<file path="src/rtl/cache_mem_arbiter.sv">
`default_nettype none
// ============================================================================
// Module      : cache_mem_arbiter
// Description : Shares a single physical-memory line port between the
//               I-cache and D-cache miss paths. One requester is granted at a
//               time. Its address, write line and command are latched into
//               registered pmem outputs. The pmem completion is routed back to
//               the granted cache only.
// Ports       : clk, rst_n                 clock, async active-low reset
//               i_read/i_addr              I-cache line read request
//               i_rdata/i_resp             I-cache read line / completion pulse
//               d_read/d_write/d_addr      D-cache refill / writeback request
//               d_wdata                    D-cache writeback line
//               d_rdata/d_resp             D-cache read line / completion pulse
//               pmem_read/pmem_write       registered memory command
//               pmem_addr/pmem_wdata       registered address / write line
//               pmem_rdata/pmem_resp       memory read line / completion pulse
// Revision    : 1.0 - initial release
// ============================================================================
module cache_mem_arbiter #(
    parameter int ADDR_W = 32,
    parameter int LINE_W = 256
) (
    input  logic              clk,
    input  logic              rst_n,
    input  logic              i_read,
    input  logic [ADDR_W-1:0] i_addr,
    output logic [LINE_W-1:0] i_rdata,
    output logic              i_resp,
    input  logic              d_read,
    input  logic              d_write,
    input  logic [ADDR_W-1:0] d_addr,
    input  logic [LINE_W-1:0] d_wdata,
    output logic [LINE_W-1:0] d_rdata,
    output logic              d_resp,
    output logic              pmem_read,
    output logic              pmem_write,
    output logic [ADDR_W-1:0] pmem_addr,
    output logic [LINE_W-1:0] pmem_wdata,
    input  logic [LINE_W-1:0] pmem_rdata,
    input  logic              pmem_resp
);

    localparam logic [1:0] c_ST_IDLE    = 2'd0;
    localparam logic [1:0] c_ST_SERVE_I = 2'd1;
    localparam logic [1:0] c_ST_SERVE_D = 2'd2;

    logic [1:0]        r_state;
    logic              r_last_d;      // 1: last contended grant went to D
    logic              r_pmem_read;
    logic              r_pmem_write;
    logic [ADDR_W-1:0] r_pmem_addr;
    logic [LINE_W-1:0] r_pmem_wdata;

    logic w_ireq;
    logic w_dreq;
    logic w_both;
    logic w_grant_d;
    logic w_grant_i;

    always_comb begin
        w_ireq    = i_read;
        w_dreq    = d_read | d_write;
        w_both    = w_ireq & w_dreq;
        // On contention the side opposite to the last contended winner goes.
        w_grant_d = w_dreq & (~w_ireq | ~r_last_d);
        w_grant_i = w_ireq & ~w_grant_d;
    end

    always_ff @(posedge clk or negedge rst_n) begin
        if (!rst_n) begin
            r_state      <= c_ST_IDLE;
            r_last_d     <= 1'b0;
            r_pmem_read  <= 1'b0;
            r_pmem_write <= 1'b0;
            r_pmem_addr  <= '0;
            r_pmem_wdata <= '0;
        end else begin
            case (r_state)
                c_ST_IDLE: begin
                    if (w_grant_d) begin
                        r_state      <= c_ST_SERVE_D;
                        r_pmem_addr  <= d_addr;
                        // Writeback wins over refill when both are raised.
                        r_pmem_write <= d_write;
                        r_pmem_read  <= ~d_write;
                        if (d_write) begin
                            r_pmem_wdata <= d_wdata;
                        end
                        if (w_both) begin
                            r_last_d <= 1'b1;
                        end
                    end else if (w_grant_i) begin
                        r_state      <= c_ST_SERVE_I;
                        r_pmem_addr  <= i_addr;
                        r_pmem_read  <= 1'b1;
                        r_pmem_write <= 1'b0;
                        if (w_both) begin
                            r_last_d <= 1'b0;
                        end
                    end
                end
                c_ST_SERVE_I, c_ST_SERVE_D: begin
                    // Command and address stay frozen until memory completes.
                    if (pmem_resp) begin
                        r_state      <= c_ST_IDLE;
                        r_pmem_read  <= 1'b0;
                        r_pmem_write <= 1'b0;
                    end
                end
                default: begin
                    r_state      <= c_ST_IDLE;
                    r_pmem_read  <= 1'b0;
                    r_pmem_write <= 1'b0;
                end
            endcase
        end
    end

    // Completion is passed straight through to the granted side only; a
    // stray pmem_resp while idle produces nothing.
    assign i_resp     = (r_state == c_ST_SERVE_I) & pmem_resp;
    assign d_resp     = (r_state == c_ST_SERVE_D) & pmem_resp;
    assign i_rdata    = pmem_rdata;
    assign d_rdata    = pmem_rdata;

    assign pmem_read  = r_pmem_read;
    assign pmem_write = r_pmem_write;
    assign pmem_addr  = r_pmem_addr;
    assign pmem_wdata = r_pmem_wdata;

endmodule
`default_nettype wire
</file>
<file path="config.mk">
export PLATFORM = sky130hd
export DESIGN_NAME = cache_mem_arbiter
export DESIGN_NICKNAME = d
export VERILOG_FILES = /design/src/rtl/cache_mem_arbiter.sv
export SDC_FILE = /design/constraint.sdc
export NUM_CORES = 1
export LEC_CHECK = 0
export CORE_AREA = 2 2 543 545
export CTS_CLUSTER_DIAMETER = 40
export DETAILED_ROUTE_END_ITERATION = 16
export DIE_AREA = 0 0 545 547
export REMOVE_ABC_BUFFERS = 1
export SLEW_MARGIN = 20
export SYNTH_ARGS = -nofsm -noshare
export SYNTH_HDL_FRONTEND = slang
export SYNTH_SLANG_ARGS = --single-unit
</file>
<file path="constraint.sdc">
create_clock -name clk -period 1.6 [get_ports clk]
set_input_delay 0.16 -clock clk [delete_from_list [all_inputs] [get_ports clk]]
set_output_delay 0.16 -clock clk [all_outputs]
set_load 0.01 [all_outputs]
</file>
Yosys cells after proc, flatten, opt, wreduce, memory -nomap -nowiden
Cells that the tools add are included.

Equality and inequality tests: 6. Multiplexer cells: 17. Bitwise operators: 11. Reductions and logical operators: 7.

Operators by type and width (count): 32-bit two-way mux (2); 1-bit two-way mux (9); 2-bit two-way mux (3); 2-bit inequality test, second input constant (3); 1-bit AND (5); 1-bit inverter (4); 1-bit case mux with 2 select lines (2); 2-bit case mux with 2 select lines (1); 2-bit AND reduction (2); 4-bit AND reduction (1); 3-bit inequality test, second input constant (1); 3-bit AND reduction (1); 2-bit by 1-bit == test with 1-bit output, second input constant (1); 2-bit == test, second input constant (1); 2-bit zero test (1); 1-bit bitwise OR (2); 2-bit nonzero test (1); 2-bit OR reduction (1).

Bits in registers: 293. Output and inout bits: 804.

Longest topological paths before layout
Depth after elaboration: 8. Depth in mapped cells: 7.

Worst setup path before layout
No wires, ideal clock.

Path type: reg2reg. From: reg r_state[0]. To: reg r_pmem_wdata[100] (netlist: pmem_wdata[100]). Library setup time: 0.125 ns. Arrival: 1.373 ns. Data required time: 1.475 ns. Path slack: 0.102 ns. Stages on the path, launching flop included: 7. Buffers on the path: 2. Clock period less this slack: 1.498 ns. Cells stage by stage: dfrtp_1 inv_1 ha_1 nand2_2 buf_6 buf_6 mux2_4.

Longest elaborated chain between the ends: 2.

Ends and longest elaborated chain: start, declared (RTL line 48) `logic [1:0] r_state;`; start signal, assigned (RTL line 72) `r_state <= c_ST_IDLE;`; start signal, assigned (RTL line 82) `r_state <= c_ST_SERVE_D;`; start signal, assigned (RTL line 94) `r_state <= c_ST_SERVE_I;`; 2-bit zero test (RTL line 79) `case (r_state)`; 3-bit AND reduction (no line); end signal, assigned (RTL line 88) `r_pmem_wdata <= d_wdata;`; end, declared (RTL line 53) `logic [LINE_W-1:0] r_pmem_wdata;`.

Every way passes these cells. A chain may end at the register's enable or synchronous reset.

Final worst setup path
From: reg r_state[0]. To: out d_resp.

Longest elaborated chain between the ends: 2.

Ends and longest elaborated chain: 2-bit == test (RTL line 123) `assign d_resp = (r_state == c_ST_SERVE_D) & pmem_resp;`; 1-bit AND (RTL line 123); end, declared (RTL line 35) `output logic d_resp,`.

Every way passes these cells.

==> flow_metrics.env <==
export IMPL_num_io_pins=1386
export IMPL_grt_max_degree=70
export IMPL_fmax_mhz=546.4
export IMPL_io_buffers=617
export IMPL_setup_violations=293
export IMPL_layout_nets=2007
export IMPL_cts_clk_slew_worst_paths_ns=0.05
export IMPL_slew_viol_final=0
export IMPL_routabilityCongestion=0.9158
export IMPL_clk_latency_ns=0.69
export IMPL_syn_mean_instance_area_um2=13.22
export IMPL_wirelength_mm=356.4
export IMPL_violations="negative setup slack"
export IMPL_ys_ff_latch=293
export IMPL_synth_edf_count=0
export IMPL_grt_setup_unrepaired="true"
export IMPL_fin_util_pct=9.027
export IMPL_fin_ws_ns=-0.2303
export IMPL_cap_violations=0
export IMPL_ys_seq_area_share_pct=45.54
export IMPL_dpl_worst_slack_ns=-0.7970
export IMPL_worstReg2RegEnd="pmem_wdata[93]"
export IMPL_fin_setup_tns_ns=-37.34
export IMPL_grt_pass1_vias=11795
export IMPL_synth_top_flop_cell="dfrtp_1"
export IMPL_netlist_area_um2=16100
export IMPL_drc=0
export IMPL_multi_input_area_um2=4797
export IMPL_num_vias=13914
export IMPL_cts_root_buffer="clkbuf_16"
export IMPL_status="finished with violations"
export IMPL_die_area_um2=298100
export IMPL_r2r_setup_slack_ns=-0.22
export IMPL_antenna_found_initial=240
export IMPL_required_ns=1.44
export IMPL_place_area_um2=23360
export IMPL_yosysUniqueCellTypes=24
export IMPL_worstSetupPathType="reg2out"
export IMPL_die_h_um=547
export IMPL_drtPass1Iterations=5
export IMPL_finalHoldViolations=0
export IMPL_r2r_start="r_state[0]"
export IMPL_timing_slew_headroom_pct=64.93
export IMPL_worstSetupStartpointType="flop"
export IMPL_dpl_hpwl_mm=321.3
export IMPL_cts_tree="yes"
export IMPL_register_area_um2=7332
export IMPL_drive_gt1_share_pct=47.96
export IMPL_dr_first_iter_drc_count=1387
export IMPL_initial_core_util_pct=5.504
export IMPL_synthCells=1218
export IMPL_tightest_slew_ns=0.5244
export IMPL_wl_per_cell_um=65.49
export IMPL_grt_overflow_total=0
export IMPL_finClkSkew_ns=0.07124
export IMPL_numCtsBuffers=66
export IMPL_nFillCells=33606
export IMPL_gr_usage_all_layers_pct=23.23
export IMPL_std_cell_rows=199
export IMPL_cp_arrival_ns=1.67
export IMPL_post_route_cell_area_um2=26410
export IMPL_die_w_um=545
export IMPL_cp_end_kind="output port"
export IMPL_cp_max_fo=2
export IMPL_power_density_nw_per_um2=2227
export IMPL_mostFrequentLayoutCell="clkdlybuf4s50_1"
export IMPL_vias_per_cell=2.557
export IMPL_core_area_um2=292600
export IMPL_yosys_warnings=0
export IMPL_rr_worst_depth=6
export IMPL_grt_pass1_wl_mm=384.5
export IMPL_fin_crit_ns=1.830
export IMPL_syn_to_final_growth_pct=64.02
export IMPL_peakVddDrop_mv=0.8991
export IMPL_p_leak_nw=10.56
export IMPL_final_cell_mix="339 x clkdlybuf4s50_1, 293 x dfrtp_1, 240 x mux2_4, 154 x buf_4, 75 x clkdlybuf4s15_2"
export IMPL_finalCritPeriodShare_pct=114.4
export IMPL_clock_sinks=293
export IMPL_hold_path_class="in2async"
export IMPL_clk_path_buf_depth=3
export IMPL_cts_htree_levels=3
export IMPL_ys_async_sr_fraction_pct=100.0
export IMPL_drtAntennaViolNets=0
export IMPL_crit_start="r_state[0]"
[layout make-up]
type	count	share of cell area, %
Tap cell	3919	18.57
Multi-Input combinational cell	373	18.16
Inverter	2	0.02843
Antenna cell	48	0.4548
Clock inverter	46	2.634
Timing Repair Buffer	686	25.91
Clock buffer	74	6.481
Sequential cell	293	27.76
[state kept, by name, summed over array words and instances, names as in the netlist]
name and cells:
r_last_d 1, pmem_addr 32, r_state 2, pmem_write 1, pmem_wdata 256, pmem_read 1
[what timing repair did]
action,in CTS,in global routing
pin swaps,3,1
cloned,3,0
endpoints found under the hold margin,293,0
gates resized for setup,478,30
hold buffers,2,0
setup buffers,20,1
endpoints found under the setup margin,452,340
[worst max-delay path by stage]
stage               endpoint  slack (ns)  cells after the start
6_report              d_resp       -0.23                      5
5_1_grt               d_resp       -0.26                      5
4_1_cts               d_resp       -0.28                      5
3_5_place_dp   pmem_addr[18]       -0.80                      6
3_3_place_gp   pmem_addr[18]       -0.74                      6
2_1_floorplan  pmem_wdata[0]       -4.56                      4
[stage by stage]
stage | power (mW) | cells | hold slack [ns]
detailed placement | 43.54 | 5247 | 0.01497
CTS | 58.95 | 5392 | 0.02664
global placement | 43.28 | 5247 | 0.01176
finish | 58.82 | 5441 | 0.07171
floorplan | 19.15 | 668 | -0.1356
global route | 61.77 | 5441 | 0.06558
[worst max-delay path, cell delays in order, from the launching register on]
cell	delay, ns
dfrtp_1	0.38
inv_2	0.06
buf_6	0.11
ha_4	0.14
and2_4	0.14
buf_12	0.13
[metal layers]
layer  share of wire (%)  vias up  track usage, %
met5                 2.1        -           18.69
met1                  19     6171           12.19
met3                  30      715           33.51
li1                    -     3997               -
met4                 6.7       53           12.14
met2                  42     2978           34.62
[kinds of logic after synthesis]
group / count (synthesis) / share of synthesized area (%)
AO/OA/AOI/OAI: 41 / 1.500
XOR/XNOR: 1 / 0.05440
adder cells (fa/ha/maj): 3 / 0.2331
buffers and inverters: 552 / 26.17
flip-flops: 293 / 45.54
multiplexers: 288 / 25.49
AND/OR/NAND/NOR: 40 / 1.018
[synthesized netlist by cell type, types with 2 or more instances]
cell      instances  share of area [%]
a21o_1            3               0.14
a22o_1            2               0.11
and2_1            2              0.078
buf_2             5               0.16
buf_4           515                 24
buf_6            27                1.9
clkbuf_1          3              0.070
dfrtp_1         293                 46
ha_1              3               0.23
inv_1             2              0.047
mux2_2           16                1.1
mux2_4          240                 22
mux2i_1          32                2.0
nand2_1          32               0.75
nor3_1            3              0.093
o21ai_0          32               0.99
[power breakdown]
part | internal, mW | switching (mW) | leakage [nW]
logic | 12.9 | 17.2 | 5.98
clock network | 9.51 | 5.33 | 1.13
registers | 11.3 | 2.60 | 3.46
total | 33.7 | 25.1 | 10.6
Power figures use the tool's default switching activity.
